### src/rtl/seq_detect_prog.sv
// Programmable serial pattern detector: compares the last PAT_W qualified bits
// against a loaded pattern/mask, with optional overlap and a saturating match count.
module seq_detect_prog #(
    parameter int PAT_W = 4,
    parameter int CNT_W = 8
) (
    input  logic             Clk,
    input  logic             Rst,
    input  logic             en,
    input  logic             w,
    input  logic             load,
    input  logic [PAT_W-1:0] pat,
    input  logic [PAT_W-1:0] mask,
    input  logic             overlap,
    input  logic             cnt_clr,
    output logic             z,
    output logic [CNT_W-1:0] match_cnt,
    output logic             armed
);

    localparam int FILL_W = $clog2(PAT_W + 1);
    localparam logic [FILL_W-1:0] FILL_FULL = FILL_W'(PAT_W);
    localparam logic [CNT_W-1:0]  CNT_MAX   = '1;
    localparam logic [0:0]        ST_FILL   = 1'b0;
    localparam logic [0:0]        ST_HUNT   = 1'b1;

    logic [PAT_W-1:0]  hist_reg, hist_next;
    logic [FILL_W-1:0] fill_reg, fill_next;
    logic [PAT_W-1:0]  pat_reg, pat_next;
    logic [PAT_W-1:0]  mask_reg, mask_next;
    logic              z_reg, z_next;
    logic [CNT_W-1:0]  cnt_reg, cnt_next;
    logic [0:0]        state_reg, state_next;
    // Low for the first edge after reset release so that edge never captures w.
    logic              live_reg;

    logic [PAT_W-1:0]  nh;
    logic [FILL_W-1:0] nf;
    logic [PAT_W-1:0]  bit_miss;
    logic              qual;
    logic              hit;

    assign nh   = {hist_reg[PAT_W-2:0], w};
    assign nf   = (fill_reg == FILL_FULL) ? FILL_FULL : fill_reg + 1'b1;
    assign qual = en & ~load & live_reg;

    generate
        for (genvar gi = 0; gi < PAT_W; gi++) begin : g_cmp
            assign bit_miss[gi] = mask_reg[gi] & (nh[gi] ^ pat_reg[gi]);
        end
    endgenerate

    // An all-zero mask would otherwise match everything; treat it as disabled.
    assign hit = qual && (nf == FILL_FULL) && (|mask_reg) && !(|bit_miss);

    always_comb begin
        hist_next = hist_reg;
        fill_next = fill_reg;
        pat_next  = pat_reg;
        mask_next = mask_reg;
        z_next    = 1'b0;
        cnt_next  = cnt_reg;

        if (load) begin
            pat_next  = pat;
            mask_next = mask;
            hist_next = '0;
            fill_next = '0;
        end else if (qual) begin
            hist_next = nh;
            z_next    = hit;
            if (hit) begin
                fill_next = overlap ? FILL_FULL : '0;
            end else begin
                fill_next = nf;
            end
        end

        if (cnt_clr) begin
            cnt_next = hit ? CNT_W'(1) : '0;
        end else if (hit && (cnt_reg != CNT_MAX)) begin
            cnt_next = cnt_reg + 1'b1;
        end

        state_next = (fill_next == FILL_FULL) ? ST_HUNT : ST_FILL;
    end

    always_ff @(posedge Clk or negedge Rst) begin
        if (!Rst) begin
            hist_reg  <= '0;
            fill_reg  <= '0;
            pat_reg   <= '0;
            mask_reg  <= '0;
            z_reg     <= 1'b0;
            cnt_reg   <= '0;
            state_reg <= ST_FILL;
            live_reg  <= 1'b0;
        end else begin
            hist_reg  <= hist_next;
            fill_reg  <= fill_next;
            pat_reg   <= pat_next;
            mask_reg  <= mask_next;
            z_reg     <= z_next;
            cnt_reg   <= cnt_next;
            state_reg <= state_next;
            live_reg  <= 1'b1;
        end
    end

    assign z         = z_reg;
    assign match_cnt = cnt_reg;
    assign armed     = (state_reg == ST_HUNT);

endmodule

### config.mk
export PLATFORM = sky130hd
export DESIGN_NAME = seq_detect_prog
export DESIGN_NICKNAME = d
export VERILOG_FILES = /design/src/rtl/seq_detect_prog.sv
export SDC_FILE = /design/constraint.sdc
export NUM_CORES = 1
export LEC_CHECK = 0
export BUFFER_PORTS_ARGS = -buffer_cell sky130_fd_sc_hd__buf_2
export CAP_MARGIN = 15
export CORE_ASPECT_RATIO = 1.5
export CORE_MARGIN = 2
export CORE_UTILIZATION = 57
export CTS_CLUSTER_DIAMETER = 200
export CTS_CLUSTER_SIZE = 8
export DETAILED_ROUTE_END_ITERATION = 8
export GPL_TIMING_DRIVEN = 0
export HOLD_SLACK_MARGIN = 0.03
export PLACE_DENSITY = 0.9
export SYNTH_ARGS = -nofsm -noshare
export SYNTH_HDL_FRONTEND = slang
export SYNTH_SLANG_ARGS = --single-unit
### constraint.sdc
create_clock -name Clk -period 4.3 [get_ports Clk]
set_clock_uncertainty 0.15 [all_clocks]
set_input_delay 1.075 -clock Clk [delete_from_list [all_inputs] [get_ports Clk]]
set_output_delay 1.075 -clock Clk [all_outputs]
set_load 0.005 [all_outputs]
# Yosys cells after proc, flatten, opt, wreduce, memory -nomap -nowiden
# Cells that the tools add are included.
[word_totals]
register_bits = 25
latch_bits = 0
ram_bits = 0
romBits = 0
inputBits = 15
out_inout_bits = 10
wordCells = 47
memories = 0
[classes]
n_addsub = 2
mul = 0
div = 0
magnitude_cmp = 0
eq_ne = 4
n_shift = 0
mux = 13
n_bitwise = 11
n_reduce_logical = 9
[ops]
columns = ["op", "n"]
rows = [
  ["$mux 3", 7],
  ["$mux 8", 2],
  ["$eq 3x3->1 const B", 3],
  ["$add 8x1->8 const B", 1],
  ["$ne 8x8->1 const B", 1],
  ["$reduce_or 4->1", 2],
  ["$and 1x1->1", 6],
  ["$logic_and 1x1->1", 4],
  ["$mux 1", 4],
  ["$reduce_bool 2->1", 2],
  ["$xor 1x1->1", 4],
  ["$add 3x1->3 const B", 1],
  ["$logic_not 1->1", 1],
  ["$not 1->1", 1],
]

# Logic depth before layout (Yosys ltp)
[logic_depth]
ltp_word = 11
mapped_depth = 9

# Least setup slack after synthesis
# No wires, ideal clock.
[synth_timing]
path_kind = "input to register"
start = "input w"
end = "register cnt_reg[3] (netlist: match_cnt[3])"
setup_time_ns = 0.078
t_arrival_ns = 2.319
t_required_ns = 4.072
setup_slack_ns = 1.754
cell_stages = 5
path_cell_list = "xor2_1 a222oi_1 nand3_1 or4_1 a21oi_1"
[synth_via]
elab_chain_len = 7
[synth_rtl]
columns = ["element", "line_no", "text"]
rows = [
  ["start, declared", "10", "input logic w,"],
  ["$xor 1x1->1", "49", "assign bit_miss[gi] = mask_reg[gi] & (nh[gi] ^ pat_reg[gi]);"],
  ["$and 1x1->1", "49", ""],
  ["$reduce_or 4->1", "54", "assign hit = qual && (nf == FILL_FULL) && (|mask_reg) && !(|bit_miss);"],
  ["$logic_not 1->1", "54", ""],
  ["$logic_and 1x1->1", "54", ""],
  ["$logic_and 1x1->1", "81", "end else if (hit && (cnt_reg != CNT_MAX)) begin"],
  ["$reduce_bool 2->1 (no line)", "n/a", ""],
  ["end signal, assigned", "104", "cnt_reg <= cnt_next;"],
  ["end, declared", "32", "logic [CNT_W-1:0] cnt_reg, cnt_next;"],
]
# Every way passes these cells.
# A chain may end at the register's enable or synchronous reset.

# Worst setup path in the final report
# Ends and elaborated chain as after synthesis.

==> impl_metrics.csv <==
group,metric,value,unit
die,core,2000,um^2
timing,setup_ws,1.71,ns
worst_hold_path,hold_path.class,"flip-flop to flip-flop",
cells_and_area,fillers,160,
power,intPower,0.299,mW
die,die_h,60.1,um
cells_and_area,diodes,0,
critical_path,worst_ep_arrival_time,2.68,ns
placed_design,numPortBuffers,23,
critical_path,r2r_start,"fill_reg[0]",
cells_and_area,syn2layout_area_growth,14.1,%
timing,relSlewSlack,0.635,
detailed_routing,drt_wl_total,2520,um
power,power.share.sequential,0.644,
cells_and_area,largest_reg_flops,8,
critical_path,cp.required,4.39,ns
worst_hold_path,hold_depth,1,
critical_path,rrSetupSlack,1.87,ns
global_route,overflow,0,
synth,syn_inst,112,
clock_tree,clk_latency,0.31,ns
placed_design,place_hpwl,1920,um
global_route,grt_pass1_vias,1008,
job,drv_cap,0,
global_route,track_usage,0.229,
cells_and_area,finalNetCount,158,
critical_path,end_kind,"flip-flop",
power,swShare,0.238,
timing,worst_slew_pin_slew,0.548,ns
cells_and_area,final_core_util,0.682,
cells_and_area,layout_common_cells,"dfrtp_1, buf_2, a21oi_1",
timing,fin_crit_sh,0.603,
clock_tree,cts_root_buffer,"clkbuf_4",
detailed_routing,dr.pass1.iters,4,
timing,finalWorstPathRequiredPeriod,2.59,ns
power,power.density,288,nW/um^2
timing,hold_viol,0,
cells_and_area,layout.cells.most_common,"dfrtp_1",
synth,syn-mean-instance-area,10.7,um^2
cells_and_area,fin_area,1370,um^2
synth,synthesis.nets,130,
detailed_routing,drtAntennaViolNets,0,
cells_and_area,multi_input_area,539,um^2
critical_path,worstPathMaxFanout,6,
detailed_routing,drt_iter0_drc,38,
timing,holdWs,0.411,ns
clock_tree,clk_path_buf_depth,2,
placed_design,gp_congestion,0.806,
clock_tree,htree_levels,1,
synth,ys_ff_latch,25,
clock_tree,cts.sinks,25,
clock_tree,cts_made_buffers,3,
global_route,grt_max_degree,26,
die,ioPinCount,25,
critical_path,r2r-end,"match_cnt[3]",
power,combPwrFrac,0.096,
detailed_routing,drc,0,
die,start_util,0.597,
clock_tree,holdBufCountCts,0,
die,die-area,2490,um^2
critical_path,r2r_cells,7,
timing,setup_viol_count_final,0,
power,p_sw,0.0936,mW
power,clockPowerShare,0.261,
timing,tns,0,ns
status,run_status,"completed",
power,irDropWorstVdd,259,uV
critical_path,crit_start,"w",
detailed_routing,vias_per_cell,6.20,
synth,ys_types,32,
critical_path,worstSetupStartpointType,"primary input",
detailed_routing,wire_per_inst,15.7,um
clock_tree,post_cts_resized,0,
clock_tree,tritoncts,"built",
worst_hold_path,holdPathEnd,"pat_reg[3]",
detailed_routing,num_vias,998,
placed_design,pre_cts_slack,1.44,ns
clock_tree,post_cts_buffers,0,
timing,drv_slew,0,
critical_path,critPathKind,"primary input to flip-flop",
worst_hold_path,hold_start,"pat_reg[3]",
synth,seq_area_frac_synth,0.523,
timing,fmax,386,MHz
global_route,grt_pass1_wl,4280,um
synth,ys_warn_count,0,
cells_and_area,drive_gt1_frac,0.273,
timing,rsz0062_at_grt,"false",
placed_design,dpl-instance-area,1340,um^2
power,leakage,0.654,nW
synth,netlist_area,1200,um^2
global_route,antenna_found_initial,0,
die,rows,20,
cells_and_area,ff_latch_area,626,um^2
clock_tree,clk_pin_slew,0.12,ns
die,die_w,41.4,um
## power by group through the flow
stage / Sequential [mW] / Clock, mW / Combinational (mW)
2_1_floorplan: 0.255 / 0 / 0.0219
3_3_place_gp: 0.256 / 0 / 0.0355
3_5_place_dp: 0.257 / 0 / 0.0379
4_1_cts: 0.253 / 0.105 / 0.0380
5_1_grt: 0.254 / 0.116 / 0.0416
6_report: 0.253 / 0.102 / 0.0375
## logic make-up after synthesis
group	synth area share
compound gates	0.126
mux	0.0837
flops	0.523
xor+xnor	0.0293
buf+inv	0.0261
simple gates	0.178
other cells	0.00314
fa+ha+maj	0.0314
## cell type report
cell class / count / share of cell area
flip-flops and latches: 25 / 0.458
multi-input cells: 79 / 0.395
repair buffers: 23 / 0.0843
well taps: 22 / 0.0202
clock buffers: 4 / 0.0192
plain buffers: 4 / 0.0119
inverters: 4 / 0.0110
## worst max-delay path by stage
stage | cells past startpoint | to | slack, ns
after floorplan | 5 | match_cnt[3] | 1.75
after global placement | 6 | match_cnt[5] | 1.46
after detailed placement | 6 | match_cnt[3] | 1.44
after CTS | 6 | match_cnt[3] | 1.75
after global routing | 6 | match_cnt[3] | 1.63
final | 6 | match_cnt[3] | 1.71
## critical path, cell delays in order
cell	delay, ns
buf_2	0.11
xor2_1	0.14
a222oi_1	0.35
nand3_1	0.25
or4_1	0.57
a21oi_1	0.19
## cells in the mapped netlist (all sizes together)
| cell type | instances | share of area |
|---|---|---|
| dfrtp | 25 | 0.52 |
| o21ai | 4 | 0.017 |
| nand2b | 1 | 0.0052 |
| nand2 | 8 | 0.027 |
| nand3 | 8 | 0.033 |
| mux2i | 1 | 0.0084 |
| clkbuf | 3 | 0.0094 |
| a222oi | 1 | 0.0084 |
| or3 | 2 | 0.010 |
| nor2b | 1 | 0.0052 |
| nor2 | 4 | 0.013 |
| and3b | 1 | 0.0073 |
| inv | 4 | 0.013 |
| conb | 1 | 0.0031 |
| buf | 1 | 0.0042 |
| a221oi | 1 | 0.0073 |
| mux2 | 8 | 0.075 |
| a211oi | 1 | 0.0063 |
| o31ai | 5 | 0.031 |
| and3 | 4 | 0.021 |
| nor4 | 2 | 0.016 |
| a22oi | 1 | 0.0063 |
| xor2 | 4 | 0.029 |
| ha | 3 | 0.031 |
| nand3b | 2 | 0.013 |
| or4 | 3 | 0.019 |
| a41oi | 1 | 0.0073 |
| nor3 | 2 | 0.0084 |
| a21oi | 10 | 0.042 |
## per-layer routing
| metal | GRT usage | share of wire |
|---|---|---|
| met1 | 0.247 | 0.39 |
| met2 | 0.422 | 0.55 |
| met3 | 0.0363 | 0.037 |
| met4 | 0.134 | 0.019 |
| met5 | 0 | 0 |
## through the flow
| step | total power [mW] | instances |
|---|---|---|
| 4_1_cts | 0.396 | 161 |
| 3_5_place_dp | 0.295 | 157 |
| 6_report | 0.393 | 161 |
| 2_1_floorplan | 0.277 | 112 |
| 5_1_grt | 0.411 | 161 |
| 3_3_place_gp | 0.292 | 157 |
Power figures use the tool's default switching activity.
